<file path="src/rtl/write_back_queue.sv">
// -----------------------------------------------------------------------------
// write_back_queue
//
// Multi-channel write-back stage for the pipelined MIPS core. Each cycle up to
// NCH producer channels (channel 0 oldest) present a result. The data source
// of every channel is selected from ALU, load, link (npc) or immediate (ext).
// Results are queued in program order. Writes to $0 are dropped. The queue
// drains one entry per cycle into the register-file write port. NRD lookup
// ports search the pending entries for forwarding.
//
// Ports
//   CLK, nRST             clock (rising edge), asynchronous active-low reset
//   flush                 synchronous discard of all queued entries
//   in_valid[NCH]         per-channel write request
//   in_wreg[NCH*REG_W]    destination register per channel
//   in_src[NCH*2]         source select: 00 ALU, 01 load, 10 link, 11 imm
//   in_alu/in_mem/in_npc/in_ext[NCH*WORD_W]  candidate data per channel
//   in_ready              queue can take a full NCH-wide group this cycle
//   wb_ready              register file accepts the write this cycle
//   wb_en/wb_reg/wb_data  register-file write port (head of queue)
//   rd_reg[NRD*REG_W]     forwarding lookup register per port
//   rd_hit[NRD]           a pending write to rd_reg exists
//   rd_data[NRD*WORD_W]   data of the youngest pending write to rd_reg
//   occupancy             number of queued entries
// -----------------------------------------------------------------------------
module write_back_queue #(
  parameter int NCH    = 2,
  parameter int DEPTH  = 4,
  parameter int NRD    = 2,
  parameter int WORD_W = 32,
  parameter int REG_W  = 5
) (
  input  logic                          CLK,
  input  logic                          nRST,
  input  logic                          flush,
  input  logic [NCH-1:0]                in_valid,
  input  logic [NCH*REG_W-1:0]          in_wreg,
  input  logic [NCH*2-1:0]              in_src,
  input  logic [NCH*WORD_W-1:0]         in_alu,
  input  logic [NCH*WORD_W-1:0]         in_mem,
  input  logic [NCH*WORD_W-1:0]         in_npc,
  input  logic [NCH*WORD_W-1:0]         in_ext,
  output logic                          in_ready,
  input  logic                          wb_ready,
  output logic                          wb_en,
  output logic [REG_W-1:0]              wb_reg,
  output logic [WORD_W-1:0]             wb_data,
  input  logic [NRD*REG_W-1:0]          rd_reg,
  output logic [NRD-1:0]                rd_hit,
  output logic [NRD*WORD_W-1:0]         rd_data,
  output logic [$clog2(DEPTH+1)-1:0]    occupancy
);

  localparam int          CNT_W   = $clog2(DEPTH + 1);
  localparam int          PTR_W   = (DEPTH > 1) ? $clog2(DEPTH) : 1;
  localparam int unsigned DEPTH_U = DEPTH;
  localparam int unsigned NCH_U   = NCH;

  typedef enum logic [1:0] {
    SRC_ALU  = 2'b00,
    SRC_LOAD = 2'b01,
    SRC_LINK = 2'b10,
    SRC_IMM  = 2'b11
  } src_e;

  // Pointer addition modulo DEPTH. The offset never exceeds DEPTH, so one
  // conditional subtraction is enough and DEPTH need not be a power of two.
  function automatic logic [PTR_W-1:0] ptr_add(input logic [PTR_W-1:0] base,
                                               input int unsigned      off);
    int unsigned sum;
    sum = 32'(base) + off;
    if (sum >= DEPTH_U) sum = sum - DEPTH_U;
    return PTR_W'(sum);
  endfunction

  // ---------------------------------------------------------------------------
  // State
  // ---------------------------------------------------------------------------
  logic [REG_W-1:0]  ent_reg  [DEPTH];
  logic [WORD_W-1:0] ent_data [DEPTH];
  logic [DEPTH-1:0]  ent_valid;
  logic [PTR_W-1:0]  head;
  logic [PTR_W-1:0]  tail;
  logic [CNT_W-1:0]  count;

  // ---------------------------------------------------------------------------
  // Per-channel source selection
  // ---------------------------------------------------------------------------
  logic [WORD_W-1:0] sel_data [NCH];

  always_comb begin
    for (int ch = 0; ch < NCH; ch++) begin
      // NOTE: every combinational output gets a default before any branch, so
      // no path leaves it unassigned and no latch is inferred.
      sel_data[ch] = in_alu[ch*WORD_W +: WORD_W];
      case (src_e'(in_src[ch*2 +: 2]))
        SRC_ALU:  sel_data[ch] = in_alu[ch*WORD_W +: WORD_W];
        SRC_LOAD: sel_data[ch] = in_mem[ch*WORD_W +: WORD_W];
        SRC_LINK: sel_data[ch] = in_npc[ch*WORD_W +: WORD_W];
        SRC_IMM:  sel_data[ch] = in_ext[ch*WORD_W +: WORD_W];
        default:  sel_data[ch] = in_alu[ch*WORD_W +: WORD_W];
      endcase
    end
  end

  // ---------------------------------------------------------------------------
  // Flow control
  // ---------------------------------------------------------------------------
  logic accept;
  logic pop;

  // Based on the registered count only: a pop in the same cycle earns no credit.
  assign in_ready  = (32'(count) + NCH_U) <= DEPTH_U;
  assign accept    = in_ready && (|in_valid) && !flush;
  assign wb_en     = (count != '0) && !flush;
  assign pop       = wb_en && wb_ready;
  assign occupancy = count;

  // Head entry is shown only while the queue holds something.
  assign wb_reg  = (count != '0) ? ent_reg[head]  : '0;
  assign wb_data = (count != '0) ? ent_data[head] : '0;

  // ---------------------------------------------------------------------------
  // Enqueue compaction: surviving channels take consecutive slots from tail
  // in ascending channel order; $0 writes consume no slot.
  // ---------------------------------------------------------------------------
  logic [NCH-1:0]   wr_en;
  logic [PTR_W-1:0] wr_idx [NCH];
  logic [CNT_W-1:0] push_num;

  always_comb begin
    int unsigned k;
    // NOTE: blocking assignments here model a running slot counter within one
    // evaluation; sequential state below uses non-blocking assignments only.
    k     = 0;
    wr_en = '0;
    for (int ch = 0; ch < NCH; ch++) begin
      wr_idx[ch] = tail;
      if (accept && in_valid[ch] && (in_wreg[ch*REG_W +: REG_W] != '0)) begin
        wr_en[ch]  = 1'b1;
        wr_idx[ch] = ptr_add(tail, k);
        k          = k + 1;
      end
    end
    push_num = CNT_W'(k);
  end

  logic [DEPTH-1:0] valid_next;
  logic [CNT_W-1:0] count_next;

  always_comb begin
    valid_next = ent_valid;
    if (pop) valid_next[head] = 1'b0;
    for (int ch = 0; ch < NCH; ch++) begin
      if (wr_en[ch]) valid_next[wr_idx[ch]] = 1'b1;
    end
    count_next = count + push_num - CNT_W'(pop);
  end

  // ---------------------------------------------------------------------------
  // Control registers: pointers, count and per-entry valid bits
  // ---------------------------------------------------------------------------
  always_ff @(posedge CLK or negedge nRST) begin
    if (!nRST) begin
      count     <= '0;
      head      <= '0;
      tail      <= '0;
      ent_valid <= '0;
    end else if (flush) begin
      count     <= '0;
      head      <= '0;
      tail      <= '0;
      ent_valid <= '0;
    end else begin
      count     <= count_next;
      ent_valid <= valid_next;
      if (pop)    head <= ptr_add(head, 1);
      if (accept) tail <= ptr_add(tail, 32'(push_num));
    end
  end

  // ---------------------------------------------------------------------------
  // Entry payload storage
  // ---------------------------------------------------------------------------
  // NOTE: payload arrays carry no reset; ent_valid and count qualify every
  // read, so stale contents are never observed at the outputs.
  always_ff @(posedge CLK) begin
    for (int ch = 0; ch < NCH; ch++) begin
      if (wr_en[ch]) begin
        ent_reg[wr_idx[ch]]  <= in_wreg[ch*REG_W +: REG_W];
        ent_data[wr_idx[ch]] <= sel_data[ch];
      end
    end
  end

  // ---------------------------------------------------------------------------
  // Forwarding lookup: walk from oldest (head) to youngest so the last match
  // wins. The entry being popped this cycle is still valid and still hits.
  // Inputs presented this cycle are not searched.
  // ---------------------------------------------------------------------------
  always_comb begin
    logic [REG_W-1:0] q;
    logic [PTR_W-1:0] idx;
    rd_hit  = '0;
    rd_data = '0;
    for (int i = 0; i < NRD; i++) begin
      q = rd_reg[i*REG_W +: REG_W];
      for (int unsigned j = 0; j < DEPTH_U; j++) begin
        idx = ptr_add(head, j);
        if ((q != '0) && ent_valid[idx] && (ent_reg[idx] == q)) begin
          rd_hit[i]                   = 1'b1;
          rd_data[i*WORD_W +: WORD_W] = ent_data[idx];
        end
      end
    end
  end

endmodule
</file>
<file path="config.mk">
export PLATFORM = sky130hd
export DESIGN_NAME = write_back_queue
export DESIGN_NICKNAME = d
export VERILOG_FILES = /design/src/rtl/write_back_queue.sv
export SDC_FILE = /design/constraint.sdc
export NUM_CORES = 1
export LEC_CHECK = 0
export ABC_AREA = 1
export CELL_PAD_IN_SITES_DETAIL_PLACEMENT = 2
export CELL_PAD_IN_SITES_GLOBAL_PLACEMENT = 2
export CORE_ASPECT_RATIO = 1.2
export CORE_UTILIZATION = 29
export DETAILED_ROUTE_END_ITERATION = 8
export GPL_TIMING_DRIVEN = 0
export PLACE_DENSITY = 0.95
export SLEW_MARGIN = 10
export SYNTH_ARGS = -nofsm -noshare
export SYNTH_HDL_FRONTEND = slang
export SYNTH_SLANG_ARGS = --single-unit
export TNS_END_PERCENT = 100
</file>
<file path="constraint.sdc">
create_clock -name CLK -period 7.4 [get_ports CLK]
set_clock_uncertainty 0.15 [all_clocks]
set_input_delay 0.74 -clock CLK [delete_from_list [all_inputs] [get_ports CLK]]
set_output_delay 0.74 -clock CLK [all_outputs]
set_load 0.05 [all_outputs]
</file>
# Yosys cells after proc, flatten, opt, wreduce, memory -nomap -nowiden

Memories as Yosys holds them, arrays and structs flattened.
Index checks and enable logic that the tools add are counted.

Bits in registers: 11
RAM bits: 148
Output and inout bits: 108
Memories: 2

Add/subtract/negate cells: 16
Order comparisons: 18
Equal/unequal tests: 14
Muxes and demuxes: 60
Bitwise operators: 4
Reductions and logical operators: 38

Memory list:

| memory   | depth | bits a word | rd ports | clocked after memory_dff | write ports | RTL line | source |
|---|---|---|---|---|---|---|---|
| ent_data | 4     | 32          | 5        | 0                        | 2           | 80       | `logic [WORD_W-1:0] ent_data [DEPTH];` |
| ent_reg  | 4     | 5           | 5        | 0                        | 2           | 79       | `logic [REG_W-1:0] ent_reg [DEPTH];` |

Operators by type and width:

| kind                                                | count |
|---|---|
| 2-to-1 mux 32 bit                                   | 9 |
| case mux 32 bit (4 select lines)                    | 2 |
| == test 5 bit                                       | 8 |
| logical AND 1 bit                                   | 27 |
| 2-to-1 mux 2 bit                                    | 13 |
| 2-to-1 mux 1 bit                                    | 22 |
| < comparator 2 x 3 -> 1 bit, second input constant  | 7 |
| nonzero test 5 bit                                  | 4 |
| 2-to-1 mux 4 bit                                    | 4 |
| subtractor 2 x 1 -> 2 bit, second input constant    | 7 |
| >= comparator 3 bit, second input constant          | 4 |
| binary-select mux 1 bit (select 2 bit)              | 4 |
| == test 2 bit, second input constant                | 4 |
| OR 4 bit                                            | 2 |
| adder 2 x 2 -> 3 bit, second input constant         | 2 |
| demux 1 bit (select 2 bit)                          | 3 |
| >= comparator 2 x 1 -> 1 bit, second input constant | 3 |
| >= comparator 2 x 3 -> 1 bit, second input constant | 2 |
| 2-to-1 mux 3 bit                                    | 2 |
| 2-to-1 mux 5 bit                                    | 1 |
| adder 2 x 3 -> 4 bit                                | 1 |
| adder 3 x 2 -> 4 bit, second input constant         | 1 |
| AND 4 bit                                           | 1 |
| == test 2 x 1 -> 1 bit, second input constant       | 2 |
| 13 further kinds                                    | 15 |

# Longest topological paths before layout

Gate-level depths: netlist of the first run.

Depth in word-level cells: 18
Depth in mapped cells: 20
Gate-level depth less buffers: 16

# Least setup slack after synthesis of the first run

OpenSTA, ideal clock, no wires.

Path type: reg2out
Start point: register head[1]
End point: output rd_data[46]
Data arrival time: 3.560 ns
Data required time: 6.510 ns
Slack: 2.950 ns
Stages on the path, launching flop included: 19
Cell sequence: dfrtp_1 > buf_4 > inv_2 > buf_4 > buf_6 > clkbuf_1 > ha_1 > inv_2 > clkbuf_1 > nand3_1 > nand2_1 > nor2_1 > nor3_1 > nand2_1 > nor2_2 > buf_6 > buf_6 > nor2_1 > a21oi_1

Cells in the longest elaborated chain, start to end: 10
Elaborated cells on any way between the ends: 41
Those cells by class: add/sub: 7; order compare: 4; eq/ne: 4; mux: 16; reduce/logical: 8; memory: 2

Ends and longest elaborated chain:

| what                                                       | RTL line | source |
|---|---|---|
| start: declaration                                         | 82       | `logic [PTR_W-1:0] head;` |
| start signal: assignment                                   | 177      | `if (pop) head <= ptr_add(head, 1);` |
| branches (longest 9 deep; another with memory (4 x 5 bit)) | n/a      |  |
| 2-to-1 mux 32 bit *                                        | 210      | `if ((q != '0) && ent_valid[idx] && (ent_reg[idx] == q)) begin` |
| end: declaration                                           | 50       | `output logic [NRD*WORD_W-1:0] rd_data,` |

Mark *: on every way between the ends. The select of a mux whose other input is x is not followed.

# Final worst setup path of the first run

Start point: register head[1]
End point: output rd_data[39]

The elaborated chain is that of the path after synthesis.

==> metrics.md, run 1 <==
| Metric | Value |
|---|---|
| Run status | finished, final reports clean |
| Sum of negative setup slack | 0 ps |
| FF-to-FF path depth | 14 |
| Fin worst setup slack | 582 ps |
| Crit-path slowest cell | clkdlybuf4s50_1 |
| Crit share post-route | 92.1% |
| CTS max path bufs | 2 |
| Crit-path max FO | 11 |
| Routed vias | around 20000 |
| DR iter-0 viols | 1779 |
| Post-route ant nets | 0 |
| Routed WL | ~110 mm |
| Num CTS Buffers | 17 |
| Via density | 5.86 |
| Worst path cell trace | buf_4 > inv_2 > buf_4 > buf_6 > clkbuf_1 > ha_1 > inv_2 > clkbuf_1 > nand3_1 > nand3_1 > nand2_1 > nor2_1 > nand3_2 > clkbuf_1 > o21ai_1 > nand2_1 > a21oi_1 > clkdlybuf4s50_1 |
| Critical Path Start Type | flip-flop |
| H-tree levels | 4 |
| Critical Path Stages | 18 |
| Top-Level Pins | 394 |
| Max-cap violation count | 0 |
| Total Routing Usage GR | 38.7% |
| Leak pwr | 8.69 nW |
| Net Count, Synth | ~2700 |
| Share of the synthesized area in the top cell type | between 20% and 30% |
| RSZ-0062 raised after global routing | no |
| Most frequent CP cell | clkbuf_1 |
| Worst skew pair latency | 460 ps |
| Syn Inst Count | 2360 |
| CTS tree | built |
| Async SR Flop Fraction | under 10% |
| Starting Density | 29.5% |
| Yosys Warn Count | 0 |
| Final-report setup violation count | 0 |
| CP required | 6510 ps |
| Max_slew headroom | between 20% and 30% |
| Initial antenna violation count | 9 |
| Share of post-route cells with drive strength above 1 | 6.71% |
| Max Slew Vio Count | 0 |
| Synth cell types | 39 |
| CTS Hold Bufs | 0 |
| Dominant cell type by area after synthesis | edfxtp_1 |
| Chip height | roughly 250 µm |
| Clock Sinks | 159 |
| Critical path class | reg2out |
| Port bufs | 391 |
| Clock period minus worst slack | 6820 ps |
| Max stage delay on crit path | 900 ps |
| Pre-CTS setup slack | 1260 ps |
| Seq/Total Area, Yosys | 30.8% |
| Gp weighted congestion | 0.987 |
| Clock tree root driver cell | clkbuf_16 |
| Hold crit path type | in2reg |
| PD cells | 335 mW/mm² |
| CP Capture Type | primary output |
| Layout area overhead | 36.2% |
| Max rail drop VDD | 0.179 mV |
| CTS clk-pin slew, worst paths | 70 ps |
| Number of flops mapped to enable cells by yosys | 148 |
| Final #Nets | 3072 |
| Gr ovfl total | 0 |
| Arr. time, crit path | 5930 ps |
| Power, Total | about 7 mW |
| Area of the core | 0.0518 mm² |
| Mapped Area | between 0.015 and 0.02 mm² |
| Synth Register Bits | 159 |
| Final-report hold violation count | 0 |
| Max Clk Rate | 0.147 GHz |
| Final core occ | 40.2% |
| CP Buf/Inv Count | 9 |
| Post-CTS Setup Inserts | 0 |
| Largest register FFs | 128 |
| Drt pass-1 iters | 6 |
| CP top delay family | buffers and inverters |
| Synth Area per Inst | approximately 6.5 µm² |
| Post-route DRC | 0 |
| Least-Margin Pin Slew | 1100 ps |
| First-pass GRT wire length | 150 mm |
| Prevailing post-synth register cell | edfxtp_1 |
| Hold path cells | 2 |
| Top-count cell post-synth | nand2_1 |
| Fillers | just over 6000 |
| Top post-synthesis cells by area | edfxtp_1 (29%), nand2_1 (20%), o21ai_0 (11%), nor2_1 (5.9%), mux2i_1 (5.8%) |
| Largest net degree at the start of global routing | 30 |
| Row cnt | between 90 and 100 |
| Vias in the first global route | 21817 |
| Routed wire length per instance | 30.5 µm |
| Post-CTS resize count | 0 |
| Die area | between 0.05 and 0.06 mm² |
| Hpwl dp | 84.3 mm |
| Die width | between 200 and 250 µm |
| Top cells by count, synth | nand2_1 (818), o21ai_0 (322), nor2_1 (241) |
cell usage in the layout, fill, tap and decap left out, drive strengths merged, types with 4 or more instances in the layout:
master and n:
nand3 134, edfxtp 148, nand2 821, nand4 92
nor3 6, a21oi 41, nand3b 29, a22o 16
bufinv 4, inv 134, nor2 253, a221oi 25
xor2 7, buf 93, diode 8, o21ai 335
mux2i 89, clkdlybuf4s50 391, ha 11, dfrtp 11
clkbuf 98, or2 35
path summary, 6_finish.rpt:
| kind | start | to | slack (ps) |
|---|---|---|---|
| worst min register to register | occupancy[0] | occupancy[0] | 550 |
| worst min-delay path | flush | occupancy[0] | 510 |
| max in group asynchronous | nRST | ent_valid[3] | 6140 |
| worst max register to register | occupancy[1] | ent_data[0][15] | 2720 |
| worst max-delay path | head[1] | rd_data[39] | 580 |
| min in group asynchronous | nRST | tail[0] | 540 |
power breakdown:
group          leakage, nW  switching [mW]  internal [mW]  total (mW)
Clock                0.300           0.455          0.574        1.03
Sequential            1.50           0.112           1.14        1.25
Combinational         6.89            3.42           1.27        4.69
metal layers:
layer / track usage [%] / up-vias / wire length, µm
met4: 20.4 / 0 / 6150
met5: 0 / - / 0
li1: - / 8755 / -
met3: 6.35 / 314 / 7710
met1: 45.3 / 10181 / 40900
met2: 67.4 / 1222 / 51500
area by class of cell:
class / instances / area (µm²) / area share (%)
clock buffers: 18 / 429 / 2.06
diodes: 8 / 20.0 / 0.0961
multi-input cells: 1903 / 9250 / 44.4
inverters: 129 / 487 / 2.34
repair buffers: 395 / 4000 / 19.2
well taps: 697 / 872 / 4.18
flip-flops and latches: 159 / 4720 / 22.6
clock inverters: 14 / 206 / 0.991
plain buffers: 169 / 858 / 4.12
logic make-up (layout without fill, tap and decap cells):
logic type      Yosys count  count (layout)  share of synthesized area (%)
simple gates           1371            1371                           38.1
compound gates          423             423                           15.0
buf+inv                 298             725                           8.79
flops                   159             159                           30.8
mux                      89              89                           5.82
fa+ha+maj                12              12                           1.03
xor+xnor                  8               8                          0.458
other cells               0               8                              0
metrics by stage:
stage                     hold slack [ps]  cell area [µm²]  cells
after floorplan                       294            15300   2360
after global placement                487            20100   3448
after detailed placement              529            20200   3452
after CTS                             507            20800   3484
after global routing                  551            20800   3492
final                                 512            20800   3492
Power figures use the tool's default switching activity.
==> inputs of run 2 (changes only) <==
--- a/config.mk
+++ b/config.mk
@@ -10,6 +10,7 @@
 export CELL_PAD_IN_SITES_GLOBAL_PLACEMENT = 2
 export CORE_ASPECT_RATIO = 1.2
 export CORE_UTILIZATION = 29
+export CTS_CLUSTER_SIZE = 14
 export DETAILED_ROUTE_END_ITERATION = 8
 export GPL_TIMING_DRIVEN = 0
 export PLACE_DENSITY = 0.95
==> results of run 2 <==
Final layout, timing and power as in run 1 (identical DEF).
